**src/rtl/shake_input_arbiter.sv**
```systemverilog
// Two-requester whole-message arbiter feeding the SHAKE load stage; SHAKE_ARB_FIXED_PRIORITY_EN selects fixed priority over round-robin.
// Latency: grant one cycle after req_valid, then combinational word forwarding.
// Backpressure: ready_in is passed straight to the owner's req_ready; the other requester sees 0.
module shake_input_arbiter #(
    parameter int W        = 64,
    parameter int LEN_BITS = 32
) (
    input  logic            clk,
    input  logic            rst,
    input  logic [1:0]      req_valid,
    input  logic [W-1:0]    req_data0,
    input  logic [W-1:0]    req_data1,
    output logic [1:0]      req_ready,
    output logic            valid_out,
    output logic [W-1:0]    data_out,
    input  logic            ready_in,
    output logic [1:0]      grant,
    output logic            busy
);
    localparam int                LOG2W = $clog2(W);
    localparam logic [LEN_BITS:0] ONE   = (LEN_BITS+1)'(1);
    localparam logic [LEN_BITS:0] RND   = (LEN_BITS+1)'(W - 1);

    typedef enum logic [1:0] {IDLE, HEADER, PAYLOAD} state_e;

    state_e            state_q;
    logic              owner_q;
    logic [1:0]        grant_q;
    logic              busy_q;
    logic [LEN_BITS:0] remaining_q;
    logic [LEN_BITS:0] remaining_d;
    logic [LEN_BITS:0] beats;
    logic [W-1:0]      owner_dat;
    logic              xfer;
    logic              last_xfer;
    logic              pick;

    assign owner_dat = owner_q ? req_data1 : req_data0;
    assign xfer      = busy_q & req_valid[owner_q] & ready_in;

    // One extra bit keeps the round-up from wrapping at the largest length.
    assign beats       = ({1'b0, owner_dat[LEN_BITS-1:0]} + RND) >> LOG2W;
    assign remaining_d = (state_q == HEADER) ? beats : remaining_q - ONE;
    assign last_xfer   = xfer & (remaining_d == '0);

    assign grant     = grant_q;
    assign busy      = busy_q;
    assign valid_out = busy_q & req_valid[owner_q];
    assign data_out  = busy_q ? owner_dat : '0;
    assign req_ready = (busy_q & ready_in) ? grant_q : 2'b00;

`ifdef SHAKE_ARB_FIXED_PRIORITY_EN
    assign pick = ~req_valid[0];
`else
    logic rr_ptr_q;

    // rr_ptr_q names the requester that lost the previous contest.
    assign pick = (req_valid == 2'b11) ? rr_ptr_q : req_valid[1];
`endif

    always_ff @(posedge clk) begin
        if (rst) begin
            state_q     <= IDLE;
            owner_q     <= 1'b0;
            grant_q     <= 2'b00;
            busy_q      <= 1'b0;
            remaining_q <= '0;
`ifndef SHAKE_ARB_FIXED_PRIORITY_EN
            rr_ptr_q    <= 1'b0;
`endif
        end else begin
            case (state_q)
                IDLE: begin
                    if (|req_valid) begin
                        owner_q <= pick;
                        grant_q <= pick ? 2'b10 : 2'b01;
                        busy_q  <= 1'b1;
                        state_q <= HEADER;
                    end
                end
                HEADER, PAYLOAD: begin
                    if (xfer) begin
                        remaining_q <= remaining_d;
                        if (last_xfer) begin
                            state_q  <= IDLE;
                            grant_q  <= 2'b00;
                            busy_q   <= 1'b0;
`ifndef SHAKE_ARB_FIXED_PRIORITY_EN
                            rr_ptr_q <= ~owner_q;
`endif
                        end else begin
                            state_q <= PAYLOAD;
                        end
                    end
                end
                default: state_q <= IDLE;
            endcase
        end
    end
endmodule

```
**config.mk**
```make
export PLATFORM = sky130hd
export DESIGN_NAME = shake_input_arbiter
export DESIGN_NICKNAME = d
export VERILOG_FILES = /design/src/rtl/shake_input_arbiter.sv
export SDC_FILE = /design/constraint.sdc
export NUM_CORES = 1
export LEC_CHECK = 0
export ABC_AREA = 0
export CAP_MARGIN = 40
export CORE_ASPECT_RATIO = 0.9
export CORE_UTILIZATION = 47
export DETAILED_ROUTE_END_ITERATION = 10
export GPL_ROUTABILITY_DRIVEN = 0
export GPL_TIMING_DRIVEN = 1
export PLACE_DENSITY = 0.88
export SLEW_MARGIN = 25
export SYNTH_ARGS = -nofsm -noshare
export SYNTH_HDL_FRONTEND = slang
export SYNTH_SLANG_ARGS = --single-unit
export TNS_END_PERCENT = 30
```
**constraint.sdc**
```tcl
create_clock -name clk -period 6.15 [get_ports clk]
set_clock_uncertainty 0.15 [all_clocks]
set_input_delay 1.23 -clock clk [delete_from_list [all_inputs] [get_ports clk]]
set_output_delay 1.23 -clock clk [all_outputs]
set_load 0.005 [all_outputs]
```
==> impl_metrics.tcl, run 1 <==
set metrics [dict create \
    status "completed" \
    path_cells "clkdlybuf4s50_1 -> or4_1 -> nor4_2 -> or3_1 -> nor4b_4 -> xor2_1 -> a32oi_1 -> or4_4 -> o41a_1 -> a311oi_2" \
    synth.distinct_cells 66 \
    grt_setup_unrepaired "no" \
    clock_latency_ns 0.30 \
    vias 5914 \
    drc_errors 0 \
    p_seq_frac 0.159 \
    final_area_um2 6934 \
    final_cells 956 \
    slew_headroom 0.4968 \
    grt_pass1_vias 5626 \
    switching_power_mw 1.038 \
    wire_per_inst_um 17.77 \
    path_class "primary input to register" \
    die_area_um2 10510 \
    tns_ns 0 \
    die_y_um 97.37 \
    h-tree-depth 2 \
    synth_common_cells "67 x mux2i_1, 63 x nor2_1, 63 x nor2b_1" \
    drv_cap 0 \
    clock_path_buffers 2 \
    ys_ff_latch 40 \
    path_max_fanout 7 \
    clk_pin_slew_ns 0.08 \
    ctsResizeCount 0 \
    cts_setup_buffers 0 \
    place_hpwl_um 13150 \
    syn2layout_area_growth_pct 46.00 \
    power_frac_comb 0.744 \
    crit_arrival_ns 4.85 \
    slowest_stage "or4_1" \
    cts-root-buf "clkbuf_8" \
    finalPower_mw 2.242 \
    finalHoldViolations 0 \
    p_per_area_nw_per_um2 323.4 \
    max_freq_ghz 0.2091 \
    p_sw_frac 0.4628 \
    ir_drop_uv 189.0 \
    p_leak_nw 2.423 \
    cts_tree "built" \
    final-setup-viol-count 0 \
    p_clk_frac 0.097 \
    max_slew.worst_pin.slew_ns 0.7549 \
    dp_cells 947 \
    port_buffers 202 \
    max_stage_delay_ns 0.61 \
    yosysTopAreaCellShare 0.1686 \
    rrSetupSlack_ns 1.94 \
    grt_pass1_wl_um 26900 \
    syn-cell-area_um2 4750 \
    synth.net_count 797 \
    ys_seq_area_frac 0.1686 \
    drt-pass1-iter-count 8 \
    period_share 0.7777 \
    routed_wl_um 16990 \
    cts_sinks 40 \
    required_ns 6.21 \
    drive_above_1_share 0.04458 \
    via_per_inst 6.186 \
    drt_iter0_markers 605 \
    synth.area.top_cells "dfxtp_1 17%, mux2i_1 14%, nor2b_1 8.3%" \
    synth_edf_count 0 \
    grt_usage 0.3168 \
    core_um2 9742 \
    grt_start_max_net_pins 75 \
    power.internal_mw 1.205 \
    hold_buffers 0 \
    async_flop_share 0 \
    critPathLaunchType "primary input" \
    synth_cells 660 \
    num_rows 34 \
    grt_antenna_before_repair 0 \
    initial_utilization 0.4875 \
    ant_nets 0 \
    num_antenna_cells 0 \
    io_pins 203 \
    yosysTopAreaCell "dfxtp_1" \
    yosys_warnings 0 \
    dpl-instance-area_um2 6795 \
    slew_viol_final 0 \
    synth_area_per_cell_um2 7.196 \
    critPathCaptureType "register" \
    finalNetCount 966 \
    overflow 0 \
    die_w_um 108.0 \
    cts_made_buffers 5 \
    synth.most_common_cell "mux2i_1" \
    worst_hold_path_type "register to register" \
    synth_ff_type "dfxtp_1" \
    finalCriticalPeriod_ns 4.783 \
]
[state kept, by name (all words and copies together), names as in the netlist]
name and flops:
rr_ptr_q 1, grant 2, state_q 2, remaining_q 33, owner_q 1, busy 1
[placed cells by master, fill, tap and decap left out, types with 4 or more instances in the layout]
master,instances
mux2i_1,67
nand2_1,47
xnor2_1,17
nand4b_1,7
nand2b_1,5
a22oi_1,5
and3_1,6
nor2b_1,63
or2_2,6
inv_1,11
nand3_1,19
o31ai_1,7
dfxtp_1,38
clkdlybuf4s50_1,202
xor2_1,14
a21oi_1,37
o21ai_0,23
nor3_1,31
a31oi_1,8
nor2_1,63
buf_4,4
nor4_1,13
ha_1,4
and2_1,7
or4_1,13
nand3b_1,9
a211oi_1,12
nand4_1,13
or3_1,10
clkbuf_8,5
mux2_2,5
[worst paths after layout]
kind / from / endpoint / depth (start not counted)
max: req_data0[3] / rr_ptr_q / 10
min: remaining_q[10] / remaining_q[10] / 2
max reg2reg: remaining_q[0] / state_q[1] / 11
min reg2reg: remaining_q[10] / remaining_q[10] / 2
[critical path, delay by kind of cell]
| family | cells | cell delay, ns |
|---|---|---|
| AOI/OAI and AO/OA | 3 | 0.83 |
| xor gates and xnor gates | 1 | 0.23 |
| and+or+nand+nor | 5 | 2.14 |
| buffers and inverters | 1 | 0.43 |
[layer usage]
metal	global-route usage	wire length [µm]
met5	0	0
met4	0.1201	592
met3	0.06036	1225
met2	0.5767	8574
met1	0.3581	6599
[cell type report]
class                           count  area [µm²]
Clock inverter                      3       42.54
Fill cell                         749        2808
Inverter                           12       45.04
Tap cell                          126       157.7
Sequential cell                    40       805.8
Multi-Input combinational cell    562        3715
Timing Repair Buffer              208        2100
Clock buffer                        5       68.82
[cells by family (layout without fill, tap and decap cells)]
kind of cell / count (synthesis) / count (layout) / share of synthesized area
AND/OR/NAND/NOR: 328 / 328 / 0.3862
multiplexers: 72 / 72 / 0.1531
XOR/XNOR: 31 / 31 / 0.05717
adder cells (fa/ha/maj): 4 / 4 / 0.01054
buffers and inverters: 58 / 228 / 0.04926
flip-flops: 40 / 40 / 0.1686
AO/OA/AOI/OAI: 127 / 127 / 0.1752
[stage by stage]
stage               worst slack, ns  utilization  hold WS (ns)
floorplan                     1.909            -        0.3058
global placement              1.286       0.6955        0.3167
detailed placement            1.144       0.6975        0.3443
CTS                           1.414       0.7090        0.3547
global route                  1.213       0.7118        0.3804
finish                        1.367       0.7118        0.3539
[power by group through the flow]
| stage | combinational (mW) | sequential [mW] | clock, mW |
|---|---|---|---|
| 5_1_grt | 1.82 | 0.364 | 0.232 |
| 3_3_place_gp | 1.53 | 0.397 | 0 |
| 3_5_place_dp | 1.61 | 0.381 | 0 |
| 6_report | 1.67 | 0.357 | 0.218 |
| 4_1_cts | 1.62 | 0.375 | 0.219 |
| 2_1_floorplan | 1.10 | 0.332 | 0 |
Note: power is estimated with default switching activity, not from simulation.
==> run 2, diff against run 1 <==
--- a/config.mk
+++ b/config.mk
@@ -8,11 +8,11 @@
 export ABC_AREA = 0
 export CAP_MARGIN = 40
 export CORE_ASPECT_RATIO = 0.9
-export CORE_UTILIZATION = 47
+export CORE_UTILIZATION = 44
 export DETAILED_ROUTE_END_ITERATION = 10
 export GPL_ROUTABILITY_DRIVEN = 0
 export GPL_TIMING_DRIVEN = 1
-export PLACE_DENSITY = 0.88
+export PLACE_DENSITY = 0.83
 export SLEW_MARGIN = 25
 export SYNTH_ARGS = -nofsm -noshare
 export SYNTH_HDL_FRONTEND = slang
==> constraint.sdc (replaced) <==
create_clock -name clk -period 4.7 [get_ports clk]
set_clock_uncertainty 0.15 [all_clocks]
set_input_delay 0.94 -clock clk [delete_from_list [all_inputs] [get_ports clk]]
set_output_delay 0.94 -clock clk [all_outputs]
set_load 0.005 [all_outputs]
==> run 2 against run 1 <==
  * Sequential power grew 34%
  * Non-clock buffer count increased by 6
  * Combinational power grew 30%
  * Die area up 6.7%
  * The run now ends with design-rule violations left
  * Power increased by 34%
  * Register-to-register slack got worse by 1.4 ns
  * Flip-flop and latch count did not move
  * Wire length grew 0.21%
==> impl_metrics.tcl, run 2 (synthesis gave the netlist of run 1 again) <==
set metrics [dict create \
    grt_start_max_net_pins 52 \
    final-setup-viol-count 0 \
    syn2layout_area_growth_pct 47.29 \
    hold_buffers 0 \
    crit_arrival_ns 4.46 \
    drc_errors 8 \
    vias 5871 \
    worst_hold_path_type "register to register" \
    r2r-start "remaining_q[0]" \
    critPathLaunchType "primary input" \
    cts-root-buf "clkbuf_16" \
    setup_ws_ns 0.2969 \
    switching_power_mw 1.363 \
    final_common_cell "clkdlybuf4s50_1" \
    wl_met1_um 6714 \
    grt_pass1_vias 5616 \
    drive_above_1_share 0.05024 \
    final_area_um2 6995 \
    path_class "primary input to register" \
    p_leak_nw 2.465 \
    ant_nets 0 \
    path_cells "clkdlybuf4s50_1 -> nand4b_1 -> a22o_1 -> or3_1 -> nor4_2 -> xor2_1 -> a32oi_1 -> or4_4 -> o41a_1 -> a311oi_2" \
    tns_ns 0 \
    core_um2 10380 \
    via_per_inst 6.084 \
    dpl-instance-area_um2 6839 \
    die_w_um 111.5 \
    h-tree-depth 2 \
    drt-pass1-iter-count 10 \
    drt_iter0_markers 421 \
    drv_cap 0 \
    clock_latency_ns 0.29 \
    ir_drop_uv 298.9 \
    grt_usage 0.3003 \
    io_pins 203 \
    num_antenna_cells 0 \
    top_layer "met4" \
    slew_headroom 0.5367 \
    grt_pass1_wl_um 27300 \
    routed_wl_um 17030 \
    cts_setup_buffers 0 \
    clock_path_buffers 2 \
    multi_input_area_um2 3715 \
    initial_utilization 0.4576 \
    holdPathEnd "remaining_q[10]" \
    wl_met2_um 8473 \
    p_sw_frac 0.4530 \
    place_hpwl_um 13110 \
    rrSetupSlack_ns 0.52 \
    power.internal_mw 1.646 \
    largest_reg_flops 33 \
    grt_setup_unrepaired "no" \
    hp-start "remaining_q[10]" \
    overflow 0 \
    top_register "remaining_q" \
    grt_antenna_before_repair 0 \
    max_slew.worst_pin.slew_ns 0.6949 \
    die_y_um 100.6 \
    slew_viol_final 0 \
    num_rows 35 \
    path_max_fanout 7 \
    clk_pin_slew_ns 0.06 \
    final_cell_mix "202 x clkdlybuf4s50_1, 67 x mux2i_1, 63 x nor2b_1, 63 x nor2_1, 47 x nand2_1" \
    critPathCaptureType "register" \
    met3_wirelength_um 1263 \
    power_frac_comb 0.720 \
    pre_cts_ws_ns 0.07289 \
    cts_tree "built" \
    die_area_um2 11210 \
    regArea_um2 805.8 \
    finalNetCount 972 \
    post-route-util 0.6740 \
    cts_sinks 40 \
    slowest_stage "or4_4" \
    finalHoldViolations 0 \
    required_ns 4.76 \
    max_stage_delay_ns 0.60 \
    max_freq_ghz 0.2271 \
    fill_cells 885 \
    cts_made_buffers 5 \
    finalPower_mw 3.008 \
    wire_per_inst_um 17.65 \
    ctsResizeCount 0 \
    violations "design-rule violations" \
    period_share 0.9368 \
    reg2reg_depth 11 \
    hold_depth 2 \
    r2r-end "rr_ptr_q" \
    status "finished with violations" \
    port_buffers 202 \
    p_clk_frac 0.121 \
    p_per_area_nw_per_um2 430.1 \
    finalCriticalPeriod_ns 4.403 \
    p_seq_frac 0.159 \
]
-- run 2: cell types whose count changed in the layout (fill, tap and decap cells not counted), sizes merged --
cell      before  now
clkinv         1    0
clkbuf         5    8
clkinvlp       1    0
bufinv         1    0
buf            6   12
-- run 2: layer usage --
layer	track usage	vias to the layer above
met2	0.5452	297
met3	0.05352	49
met4	0.1268	0
met5	0	-
li1	-	2775
met1	0.3498	2750
-- run 2: power by group through the flow --
stage               sequential (mW)  combinational (mW)  clock, mW
floorplan                     0.435                1.43          0
global placement              0.477                2.08          0
detailed placement            0.482                2.12          0
CTS                           0.475                2.15      0.368
global route                  0.490                2.36      0.383
finish                        0.477                2.17      0.365
-- run 2: metrics by stage --
stage / std cells / hold WS (ns)
floorplan: 660 / 0.3058
global placement: 957 / 0.3161
detailed placement: 957 / 0.3255
CTS: 965 / 0.3336
global route: 965 / 0.3762
finish: 965 / 0.3346
-- run 2: worst max-delay path, delay by kind of cell --
kind / cells / cell delay [ns]
compound gates: 4 / 1.14
xor+xnor: 1 / 0.25
simple gates: 4 / 1.62
buf+inv: 1 / 0.51
-- run 2: cell type report --
| cell class | instances | share of cell area |
|---|---|---|
| multi-input cells | 562 | 0.5310 |
| repair buffers | 214 | 0.3019 |
| flip-flops and latches | 40 | 0.1152 |
| well taps | 129 | 0.02307 |
| clock buffers | 8 | 0.02236 |
| inverters | 12 | 0.006439 |
-- run 2: how the worst max path moves through the flow --
stage | slack [ns] | startpoint | end | depth (start not counted)
4_1_cts | 0.35 | req_data0[7] | rr_ptr_q | 10
5_1_grt | 0.19 | req_data0[6] | rr_ptr_q | 10
3_5_place_dp | 0.07 | req_data0[7] | rr_ptr_q | 10
3_3_place_gp | 0.17 | req_data0[3] | rr_ptr_q | 10
2_1_floorplan | 0.75 | req_data0[3] | rr_ptr_q | 10
6_report | 0.30 | req_data0[7] | rr_ptr_q | 10
==> variant, RTL diff (flow settings as in run 2) <==
Build with the macro `SHAKE_ARB_FIXED_PRIORITY_EN` defined.
--- a/src/rtl/shake_input_arbiter.sv
+++ b/src/rtl/shake_input_arbiter.sv
@@ -1,6 +1,8 @@
 // Two-requester whole-message arbiter feeding the SHAKE load stage; SHAKE_ARB_FIXED_PRIORITY_EN selects fixed priority over round-robin.
 // Latency: grant one cycle after req_valid, then combinational word forwarding.
 // Backpressure: ready_in is passed straight to the owner's req_ready; the other requester sees 0.
+`define SHAKE_ARB_FIXED_PRIORITY_EN
+
 module shake_input_arbiter #(
     parameter int W        = 64,
     parameter int LEN_BITS = 32
Function: changed (Yosys sat finds a counterexample within 4 cycles, from zero or initial values and one cycle with rst high).
==> variant against run 2 <==
First-iteration DRC count is 13% higher; power is 5.5% lower; routed wire length is 1.8% lower; utilization is 1.5 points higher; worst hold slack better by 4.0 ps; sequential cell count is 1 lower; setup slack better by 170 ps; count of clock-buffer cells in the layout is 1 lower; synthesized area is 5.3% lower; cell area is 3.6% lower; largest cell class unchanged.
==> variant: results (changes against run 2) <==
- The flow ran to the end, and the final reports show no timing, DRC or antenna violations.
- The last element of the critical path is grant[1].
- The highest attainable clock frequency came to 236 MHz (+4.0%).
- The cell type of the slowest stage on the worst timing path is sky130_fd_sc_hd__or4_1.
- The number of nets at the end of the flow is 950 (-2.3%).
- The maximum number of pins on one net before global-route repair is 71 (+37%).
- The xor/xnor share of the synthesized area is 7.60% (+1.9 points).
- The maximum fanout count along the critical path is 12 (+5).
- The worst register-to-register path begins at remaining_q[10].
- The portion of the post-synthesis area used by sequential elements came to 17.4% (+0.51 points).
- The post-synthesis compound-gate area fraction is 19.8% (+2.2 points).
- The routed wire length is 16700 µm (-1.8%).
- The register-to-register setup slack was 870 ps (+350 ps).
- The placement-stage worst setup slack is 289 ps (+216 ps).
- The share of post-route cells with drive strength above 1 is 4.06% (-0.96 points).
- The number of cells traversed by the worst register-to-register path is 9 (-2).
- The met2 usage was 53.6% (-0.97 points).
- The first-pass GRT wire length is 26500 µm (-3.1%).
- The launching instance or port of the critical path is req_data1[5].
- The HPWL after detailed placement was 13100 µm (-0.35%).
- The met3 capacity usage during global routing is 8.28% (+2.9 points).
- The smallest hold slack is 339 ps (+4.05 ps).
- The critical hold path startpoint is remaining_q[19].
- The headroom to the max-slew limit came to 48.0% (-5.6 points).
- The detailed route wirelength on metal3 is 1320 µm (+4.4%).
- The via count of the first global-routing pass is 5337 (-5.0%).
- The sum of routed wire segments on met1 is 6810 µm (+1.5%).
- The multi-input combinational cell area is 3520 µm² (-5.3%).
- The endpoint of the most critical register-to-register path is grant[1].
- The maximum vdd drop is 0.000293 V (-1.8%).
- The data arrival time of the critical path is 4230 ps (-230 ps).
- The post-synthesis net count came to 771 (-3.3%).
- The global routing usage on met1 is 36.9% (+1.9 points).
- The iteration count of the initial detailed-routing pass is 5 (-5).
- The number of instances in the synthesized netlist is 634 (-3.9%).
- The fraction of synthesized area in multiplexers is 14.7% (-0.58 points).
- The count of filler cells inserted in the layout was 792 (-11%).
- The final standard cell count with taps included and fillers excluded came to 940 (-2.6%).
- The end point of the most critical hold path is remaining_q[19].
- The post-place instance area is 6610 µm² (-3.4%).
- The count of vias placed by the detailed router was 5555 (-5.4%).
- The number of design-rule violations left by the first detailed-router iteration is 475 (+13%).
variant: cell count changes in the layout (fill, tap and decap cells not counted), moves of 5 or more:
cell,delta
sky130_fd_sc_hd__nand4_1,-5
sky130_fd_sc_hd__xor2_1,+10
sky130_fd_sc_hd__and2_1,-5
sky130_fd_sc_hd__o31ai_1,-6
sky130_fd_sc_hd__nand4b_1,-5
sky130_fd_sc_hd__or4_1,-9
sky130_fd_sc_hd__nor2_1,+11
variant: final cells by class:
| class | instances | share of cell area, % |
|---|---|---|
| well taps | 126 | 2.34 |
| repair buffers | 214 | 31.3 |
| inverters | 9 | 0.501 |
| clock buffers | 7 | 1.97 |
| diodes | 1 | 0.0371 |
| flip-flops and latches | 39 | 11.7 |
| multi-input cells | 544 | 52.2 |
variant: power groups by stage:
stage	Sequential, W	Combinational, W	Clock (W)
floorplan	0.000416	0.00136	0
global placement	0.000451	0.00198	0
detailed placement	0.000456	0.00203	0
CTS	0.000449	0.00204	0.000326
global route	0.000459	0.00225	0.000348
finish	0.000452	0.00206	0.000325
